===== config.mk =====
export PLATFORM = sky130hd
export DESIGN_NAME = polaris_dbus_bridge
export DESIGN_NICKNAME = d
export VERILOG_FILES = /design/src/rtl/polaris_dbus_bridge.sv
export SDC_FILE = /design/constraint.sdc
export NUM_CORES = 1
export LEC_CHECK = 0
export ABC_CLOCK_PERIOD_IN_PS = 2600
export CORE_ASPECT_RATIO = 0.5
export CORE_MARGIN = 4
export CORE_UTILIZATION = 44
export CTS_BUF_LIST = sky130_fd_sc_hd__clkbuf_16
export DETAILED_ROUTE_END_ITERATION = 10
export HOLD_SLACK_MARGIN = 0.08
export PLACE_DENSITY = 0.77
export SYNTH_ARGS = -nofsm -noshare
export SYNTH_HDL_FRONTEND = slang
export SYNTH_SLANG_ARGS = --single-unit

===== constraint.sdc =====
create_clock -name clk_i -period 2.6 [get_ports clk_i]
set_clock_uncertainty 0.1 [all_clocks]
set_input_delay 0.65 -clock clk_i [delete_from_list [all_inputs] [get_ports clk_i]]
set_output_delay 0.65 -clock clk_i [all_outputs]
set_load 0.01 [all_outputs]

===== src/rtl/polaris_dbus_bridge.sv =====
// CPU 64-bit data port to 16-bit Wishbone B3 classic bridge.
// Optional misalignment trap: define POLARIS_DBUS_ALIGN_CHECK_EN.
module polaris_dbus_bridge (
    input  logic        clk_i,
    input  logic        reset_ni,
    input  logic        dcyc_i,
    input  logic        dstb_i,
    input  logic        dwe_i,
    input  logic [1:0]  dsiz_i,
    input  logic        dsigned_i,
    input  logic [63:0] dadr_i,
    input  logic [63:0] ddat_i,
    output logic [63:0] ddat_o,
    output logic        dack_o,
    output logic        derr_o,
    output logic        wb_cyc_o,
    output logic        wb_stb_o,
    output logic        wb_we_o,
    output logic [63:0] wb_adr_o,
    output logic [1:0]  wb_sel_o,
    output logic [15:0] wb_dat_o,
    input  logic [15:0] wb_dat_i,
    input  logic        wb_ack_i
);

    typedef enum logic [1:0] {
        IDLE,
        BEAT,
        DONE
    } state_t;

    state_t state, state_nx;

    logic        req;
    logic        req_bad;
    logic [63:0] adr_start;
    logic [1:0]  cnt_start;

    logic        we_q;
    logic [1:0]  siz_q;
    logic        sgn_q;
    logic        b0_q;
    logic [63:0] adr_q;
    logic [63:0] wdat_q;
    logic [1:0]  cnt_q;
    logic [1:0]  idx_q;
    logic [63:0] asm_q;

    logic        busy;
    logic        done;
    logic        is_byte;
    logic [7:0]  rbyte;
    logic [63:0] rfmt;

    assign req = dcyc_i & dstb_i;

    // Start address is halfword aligned and rounded down to the access size.
    always_comb begin
        adr_start = {dadr_i[63:1], 1'b0};
        cnt_start = 2'd0;
        unique case (1'b1)
            dsiz_i == 2'b00: begin
                cnt_start = 2'd0;
            end
            dsiz_i == 2'b01: begin
                cnt_start = 2'd0;
            end
            dsiz_i == 2'b10: begin
                adr_start[1] = 1'b0;
                cnt_start    = 2'd1;
            end
            dsiz_i == 2'b11: begin
                adr_start[2:1] = 2'b00;
                cnt_start      = 2'd3;
            end
        endcase
    end

`ifdef POLARIS_DBUS_ALIGN_CHECK_EN
    logic misalign;
    logic err_q;

    always_comb begin
        misalign = 1'b0;
        unique case (1'b1)
            dsiz_i == 2'b00: misalign = 1'b0;
            dsiz_i == 2'b01: misalign = dadr_i[0];
            dsiz_i == 2'b10: misalign = |dadr_i[1:0];
            dsiz_i == 2'b11: misalign = |dadr_i[2:0];
        endcase
    end

    assign req_bad = misalign;

    always_ff @(posedge clk_i or negedge reset_ni) begin
        if (!reset_ni) begin
            err_q <= 1'b0;
        end else if (state == IDLE && req) begin
            err_q <= misalign;
        end
    end

    assign derr_o = done & err_q;
`else
    assign req_bad = 1'b0;
    assign derr_o  = 1'b0;
`endif

    always_ff @(posedge clk_i or negedge reset_ni) begin
        if (!reset_ni) begin
            state <= IDLE;
        end else begin
            state <= state_nx;
        end
    end

    always_comb begin
        state_nx = state;
        unique case (state)
            IDLE: begin
                if (req) begin
                    state_nx = req_bad ? DONE : BEAT;
                end
            end
            BEAT: begin
                if (wb_ack_i && cnt_q == 2'd0) begin
                    state_nx = DONE;
                end
            end
            DONE: begin
                state_nx = IDLE;
            end
            default: begin
                state_nx = IDLE;
            end
        endcase
    end

    always_ff @(posedge clk_i or negedge reset_ni) begin
        if (!reset_ni) begin
            we_q   <= 1'b0;
            siz_q  <= 2'b00;
            sgn_q  <= 1'b0;
            b0_q   <= 1'b0;
            adr_q  <= '0;
            wdat_q <= '0;
            cnt_q  <= 2'd0;
            idx_q  <= 2'd0;
            asm_q  <= '0;
        end else begin
            unique case (state)
                IDLE: begin
                    if (req) begin
                        we_q   <= dwe_i;
                        siz_q  <= dsiz_i;
                        sgn_q  <= dsigned_i;
                        b0_q   <= dadr_i[0];
                        adr_q  <= adr_start;
                        wdat_q <= ddat_i;
                        cnt_q  <= cnt_start;
                        idx_q  <= 2'd0;
                        asm_q  <= '0;
                    end
                end
                BEAT: begin
                    if (wb_ack_i) begin
                        if (!we_q) begin
                            asm_q[{idx_q, 4'b0000} +: 16] <= wb_dat_i;
                        end
                        if (cnt_q != 2'd0) begin
                            adr_q  <= adr_q + 64'd2;
                            wdat_q <= {16'h0000, wdat_q[63:16]};
                            cnt_q  <= cnt_q - 2'd1;
                            idx_q  <= idx_q + 2'd1;
                        end
                    end
                end
                default: begin
                end
            endcase
        end
    end

    assign busy    = (state == BEAT);
    assign done    = (state == DONE);
    assign is_byte = (siz_q == 2'b00);

    assign wb_cyc_o = busy;
    assign wb_stb_o = busy;
    assign wb_we_o  = busy & we_q;
    assign wb_adr_o = busy ? adr_q : 64'd0;

    always_comb begin
        wb_sel_o = 2'b00;
        wb_dat_o = 16'h0000;
        if (busy) begin
            if (is_byte) begin
                wb_sel_o = b0_q ? 2'b10 : 2'b01;
                wb_dat_o = {wdat_q[7:0], wdat_q[7:0]};
            end else begin
                wb_sel_o = 2'b11;
                wb_dat_o = wdat_q[15:0];
            end
        end
    end

    assign rbyte = b0_q ? asm_q[15:8] : asm_q[7:0];

    always_comb begin
        rfmt = asm_q;
        unique case (1'b1)
            siz_q == 2'b00: rfmt = {{56{sgn_q & rbyte[7]}}, rbyte};
            siz_q == 2'b01: rfmt = {{48{sgn_q & asm_q[15]}}, asm_q[15:0]};
            siz_q == 2'b10: rfmt = {{32{sgn_q & asm_q[31]}}, asm_q[31:0]};
            siz_q == 2'b11: rfmt = asm_q;
        endcase
    end

    // A trapped request never fills asm_q, so its rfmt is already zero.
    assign dack_o = done;
    assign ddat_o = (done && !we_q) ? rfmt : 64'd0;

endmodule

==> results.sh, run 1 <==
export IMPL_dr_first_iter_drc_count=1280
export IMPL_vdd_drop_max_mv=0.8593
export IMPL_violations="setup timing"
export IMPL_syn2layout_area_growth_pct=52.76
export IMPL_gp_congestion=0.8990
export IMPL_layout_cells_non_filler=2097
export IMPL_worstMarginPinSlew_ns=1.120
export IMPL_dp_hpwl_mm=29.16
export IMPL_r2r_end="adr_q[41]"
export IMPL_min_from="asm_q[0]"
export IMPL_clkTransAtPathRegs_ns=0.07
export IMPL_start_util=0.4536
export IMPL_leakage_nw=7.428
export IMPL_fmax_mhz=352.1
export IMPL_drive_gt1_frac=0.2864
export IMPL_die_area_mm2=0.02788
export IMPL_core_area_mm2=0.02437
export IMPL_firstDrtPassIters=5
export IMPL_grt_usage=0.2858
export IMPL_clock_sinks=202
export IMPL_r2r_slack_ns=0.12
export IMPL_totalWireLength_mm=44.22
export IMPL_io_buffer_count=301
export IMPL_period_share=1.092
export IMPL_synth_edf_count=0
export IMPL_status="complete, but fails checks"
export IMPL_vias_per_cell=5.901
export IMPL_first_global_vias=11820
export IMPL_reg2regPathDepth=8
export IMPL_avgSynthCellArea_um2=8.024
export IMPL_cap_violations=0
export IMPL_fill_cells=1868
export IMPL_antenna_found_initial=2
export IMPL_grt_setup_unrepaired="true"
export IMPL_insertion_delay_ns=0.52
export IMPL_powerDensity_mw_per_mm2=1238
export IMPL_drc_errors=0
export IMPL_dp_cells=1998
export IMPL_setup_viol=109
export IMPL_ys_seq_area_frac=0.4572
export IMPL_critPathArrivalTime_ns=2.09
export IMPL_grt_first_pass_wirelength_mm=64.14
export IMPL_synth_ff_type="dfrtp_1"
export IMPL_register_area_mm2=0.005055
export IMPL_wl_per_cell_um=21.09
export IMPL_grt_max_degree=57
export IMPL_cts_root_buf="clkbuf_16"
export IMPL_fp_dieW_um=232.2
export IMPL_synth_distinct_cells=67
export IMPL_finalCriticalPeriod_ns=2.840
export IMPL_r2r_start="adr_q[2]"
export IMPL_antenna_left=0
export IMPL_multi_input_area_mm2=0.006110
export IMPL_syn_area_mm2=0.01106
export IMPL_synthArstFlopShare=1.000
export IMPL_setup_slack_ns=-0.2403
export IMPL_ys_seq_elements=202
export IMPL_yosysWarningCount=0
export IMPL_die_h_um=120.1
export IMPL_cts_tree="yes"
export IMPL_dpl_instance_area_mm2=0.01501
export IMPL_min_to="asm_q[0]"
export IMPL_holdWs_ns=0.3922
export IMPL_netlist_instances=1378
export IMPL_rows=40
export IMPL_htree_num_levels=1
export IMPL_critPathRequiredTime_ns=1.85
export IMPL_worstSetupEndpointType="output pin"
export IMPL_slew_viol_final=0
export IMPL_min_path_cells=2
export IMPL_num_vias=12380
export IMPL_worst_path_max_fanout=7
export IMPL_utilization=0.6930
export IMPL_crit_type="reg -> out"
export IMPL_num_io_pins=304
export IMPL_min_delay_path_class="reg -> reg"
export IMPL_critPathLaunchType="flop"
export IMPL_grt_overflow=0
export IMPL_finalNetCount=1906
export IMPL_hold_viol_final=0
export IMPL_clock_path_buffers=3
export IMPL_maxSlewHeadroom=0.2533
export IMPL_design_area_mm2=0.01689
export IMPL_cts_buffers=20
## power breakdown
part / leakage, nW / total [mW] / internal [mW] / switching, mW
combinational: 4.57 / 12.2 / 5.73 / 6.42
sequential: 2.50 / 5.45 / 4.33 / 1.12
clock: 0.361 / 3.30 / 1.97 / 1.33
total: 7.43 / 20.9 / 12.0 / 8.88
## cells in the final DEF (no fill, tap or decap), drive strengths merged, types with 3 or more instances in the layout
cell type,n
o22ai,17
a22o,48
and4,11
bufinv,5
nor2b,3
inv,30
a311oi,4
or2,5
a221o,3
nand2,331
clkinv,10
nor4,8
and2,59
nor3b,5
o21ai,68
o31ai,5
o32ai,4
dfrtp,202
clkdlybuf4s50,152
ha,7
o22a,6
or3,14
o2bb2a,3
nor2,120
and3,19
o211ai,4
nor4b,3
a211oi,6
a22oi,3
nand4,17
buf,277
clkbuf,40
a21oi,135
nand3,24
a31oi,54
bufbuf,3
nor3,23
## synth_stat cells (6+ instances only)
library cell	instances	area (um^2)
a211oi_1	6	45.04
a21oi_1	135	675.7
a22o_1	48	420.4
a31oi_1	54	337.8
and2_1	59	369.1
and3_1	18	112.6
and4_1	11	96.34
buf_1	11	41.29
clkbuf_1	91	341.6
dfrtp_1	202	5055
ha_1	7	87.58
inv_1	27	101.4
nand2_1	331	1242
nand3_1	24	120.1
nand4_1	16	100.1
nor2_1	120	450.4
nor3_1	21	105.1
nor4_1	6	37.54
o21ai_0	44	220.2
o21ai_1	24	120.1
o22a_1	6	52.55
o22ai_1	17	106.4
or3_1	14	87.58
## state kept, by name, summed over array words and instances, names as in the netlist, 2 cells and up
| register | cells |
|---|---|
| wdat_q | 64 |
| asm_q | 64 |
| siz_q | 2 |
| state | 2 |
| adr_q | 63 |
| cnt_q | 2 |
| idx_q | 2 |
## layout make-up
cell class / count / share of cell area
clock inverters: 15 / 0.01208
flip-flops and latches: 202 / 0.2993
clock buffers: 21 / 0.03111
well taps: 336 / 0.02489
diodes: 1 / 0.0001482
multi-input cells: 1039 / 0.3617
repair buffers: 452 / 0.2608
inverters: 28 / 0.007778
repair inverters: 3 / 0.002148
## worst max-delay path by stage
stage                     startpoint           end  slack, ns
after CTS                   state[1]    ddat_o[18]      -0.25
after global routing            b0_q    ddat_o[54]      -0.28
after floorplan             state[1]  wb_adr_o[17]       0.06
after global placement        dcyc_i     asm_q[60]      -0.09
final                           b0_q    ddat_o[54]      -0.24
after detailed placement      dcyc_i     asm_q[33]      -0.16
## stage by stage
step | setup TNS, ns | power [mW] | setup WS [ns]
after floorplan | 0 | 10.43 | 0.05723
after global placement | -2.670 | 14.87 | -0.08655
after detailed placement | -7.840 | 15.12 | -0.1550
after CTS | -11.17 | 18.86 | -0.2459
after global routing | -18.45 | 22.07 | -0.2768
final | -13.36 | 20.91 | -0.2403
## cells by family after synthesis
logic type,count (synthesis),share of synthesized area
other,1,0.0003392
AOI/OAI and AO/OA,379,0.2139
and+or+nand+nor,647,0.2683
adders and majority gates,7,0.007921
buffers and inverters,139,0.04945
muxes,3,0.002942
DFF,202,0.4572
## layer usage
metal  track usage  vias to the layer above  wire, um
met2        0.4742                      630     21180
met1        0.3799                     6037     17360
li1              -                     5563         -
met4        0.1067                        2      2087
met3       0.04530                      143      3580
met5             0                        -        12
## worst max-delay path, cell delays in order (launching register included)
cell and delay (ns):
dfrtp_1 0.40, mux2_4 0.32, a21oi_4 0.15, or2_4 0.28
clkbuf_16 0.20, a21oi_1 0.05, buf_2 0.16
## repair_timing
action                     CTS  global route
pin swaps                    8            26
cloned                       8            13
setup endpoints to repair  148           147
gates resized for setup    511           351
hold endpoints to repair    45             0
hold buffers                 1             0
buffers inserted            22            21
(Power assumes the default switching activity.)
==> run 2, diff against run 1 <==
--- a/config.mk
+++ b/config.mk
@@ -6,7 +6,8 @@
 export NUM_CORES = 1
 export LEC_CHECK = 0
 export ABC_CLOCK_PERIOD_IN_PS = 2600
-export CORE_ASPECT_RATIO = 0.5
+export CAP_MARGIN = 25
+export CORE_ASPECT_RATIO = 1.5
 export CORE_MARGIN = 4
 export CORE_UTILIZATION = 44
 export CTS_BUF_LIST = sky130_fd_sc_hd__clkbuf_16
==> results.sh, run 2 (synthesized netlist as in run 1, its figures left out) <==
export IMPL_violations="setup timing"
export IMPL_wl_met1_mm=16.07
export IMPL_finalSetupTns_ns=-13.53
export IMPL_drive_gt1_frac=0.3065
export IMPL_final_cell_mix="nand2_1 (311), dfrtp_1 (201), clkdlybuf4s50_1 (152), buf_4 (130), nor2_1 (105)"
export IMPL_power_frac_seq=0.245
export IMPL_finalNetCount=1959
export IMPL_worst_path_max_fanout=6
export IMPL_reg2regPathDepth=7
export IMPL_drc_errors=0
export IMPL_io_buffer_count=301
export IMPL_reg_largest_list="asm_q x64, wdat_q x64, adr_q x63"
export IMPL_cts_tree="yes"
export IMPL_first_global_vias=12390
export IMPL_grt_usage=0.3029
export IMPL_slew_viol_final=0
export IMPL_fill_cells=1830
export IMPL_critPathLaunchType="flop"
export IMPL_rows=70
export IMPL_grt_max_degree=53
export IMPL_cts_root_buf="clkbuf_16"
export IMPL_cts_buffers=21
export IMPL_register_area_mm2=0.005056
export IMPL_leakage_nw=7.802
export IMPL_grt_overflow=0
export IMPL_min_path_cells=2
export IMPL_clkTransAtPathRegs_ns=0.07
export IMPL_period_share=1.095
export IMPL_cap_violations=0
export IMPL_switching_share=0.4204
export IMPL_start_util=0.4493
export IMPL_min_delay_path_class="reg -> reg"
export IMPL_setup_viol=105
export IMPL_status="complete, but fails checks"
export IMPL_critPathRequiredTime_ns=1.85
export IMPL_critPathArrivalTime_ns=2.10
export IMPL_layout_cells_non_filler=2145
export IMPL_die_area_mm2=0.02778
export IMPL_routed_top_layer="met4"
export IMPL_htree_num_levels=1
export IMPL_crit_type="reg -> out"
export IMPL_grt_first_pass_wirelength_mm=66.73
export IMPL_num_io_pins=304
export IMPL_multi_input_area_mm2=0.006165
export IMPL_p_sw_mw=9.219
export IMPL_p_clk_frac=0.136
export IMPL_vias_per_cell=5.903
export IMPL_core_area_mm2=0.02461
export IMPL_fp_dieW_um=137.4
export IMPL_syn2layout_area_growth_pct=59.00
export IMPL_dr_wl_met3_mm=3.293
export IMPL_clock_sinks=202
export IMPL_p_total_mw=21.93
export IMPL_fmax_mhz=351.4
export IMPL_wl_per_cell_um=21.01
export IMPL_powerDensity_mw_per_mm2=1248
export IMPL_antenna_found_initial=7
export IMPL_totalWireLength_mm=45.06
export IMPL_dp_cells=2005
export IMPL_holdWs_ns=0.3830
export IMPL_num_vias=12660
export IMPL_clock_path_buffers=3
export IMPL_route_met2_wl_mm=22.61
export IMPL_firstDrtPassIters=6
export IMPL_mostFrequentLayoutCell="nand2_1"
export IMPL_finalCriticalPeriod_ns=2.846
export IMPL_dr_first_iter_drc_count=882
export IMPL_die_h_um=202.2
export IMPL_vdd_drop_max_mv=0.9210
export IMPL_grt_setup_unrepaired="true"
export IMPL_p_comb_frac=0.619
export IMPL_p_int_mw=12.71
export IMPL_dp_hpwl_mm=29.08
export IMPL_insertion_delay_ns=0.51
export IMPL_setup_slack_ns=-0.2457
export IMPL_hold_viol_final=0
export IMPL_gp_congestion=0.9293
export IMPL_antenna_left=0
export IMPL_worstSetupEndpointType="output pin"
[run 2: changes by cell type in the layout (fill, tap and decap cells not counted), moves of 5 or more]
cell,change
nand2_4,+8
clkbuf_2,-9
buf_16,+9
diode_2,+6
buf_4,+28
nand2_2,-8
nor2_4,+5
clkbuf_16,-6
buf_6,+19
buf_8,+8
[run 2: timing repair]
action,4_1_cts,5_1_grt
buffers inserted,52,33
endpoints found under the hold margin,41,0
hold buffers,1,0
endpoints found under the setup margin,149,143
gates resized for setup,783,180
pin swaps,19,20
gates cloned,20,3
[run 2: routing by layer]
layer,vias to the layer above,GRT usage
met5,-,0
met4,0,0.1790
met3,196,0.03984
met2,741,0.5159
met1,6043,0.3590
li1,5683,-
[run 2: worst max-delay path: stages, from the launching register on]
cell and delay, ns:
dfrtp_1 0.39, mux2_4 0.31, a21oi_4 0.16, or2_4 0.18
buf_12 0.15, buf_16 0.13, buf_12 0.10, a21oi_2 0.03
buf_2 0.14
[run 2: final timing paths]
kind                               to  slack (ns)  startpoint
max reg2reg                 adr_q[45]           0   adr_q[27]
min reg2reg                  asm_q[0]        0.38    asm_q[0]
max                        ddat_o[26]       -0.25        b0_q
max in group asynchronous   adr_q[14]        1.16    reset_ni
min                          asm_q[0]        0.38    asm_q[0]
min in group asynchronous    asm_q[3]        0.55    reset_ni
[run 2: power groups by stage]
stage	sequential (mW)	clock (mW)	combinational (mW)
floorplan	5.07	0	5.36
global placement	5.23	0	9.77
detailed placement	5.28	0	9.94
CTS	5.27	3.00	11.9
global route	5.51	3.13	14.5
finish	5.37	2.97	13.6
[run 2: area by class of cell]
class,instances,share of cell area
multi-input cells,1039,0.3507
repair buffers,505,0.2916
flip-flops and latches,202,0.2876
clock buffers,21,0.02989
well taps,324,0.02306
clock inverters,17,0.007544
inverters,28,0.007117
repair inverters,2,0.001566
diodes,7,0.0009964
[run 2: per-stage QoR]
| stage | setup WS (ns) | util | instance area [um^2] |
|---|---|---|---|
| floorplan | 0.05723 | - | 11070 |
| global placement | -0.1702 | 0.6158 | 15160 |
| detailed placement | -0.2122 | 0.6158 | 15160 |
| CTS | -0.2636 | 0.6798 | 16730 |
| global route | -0.3105 | 0.7143 | 17580 |
| finish | -0.2457 | 0.7143 | 17580 |
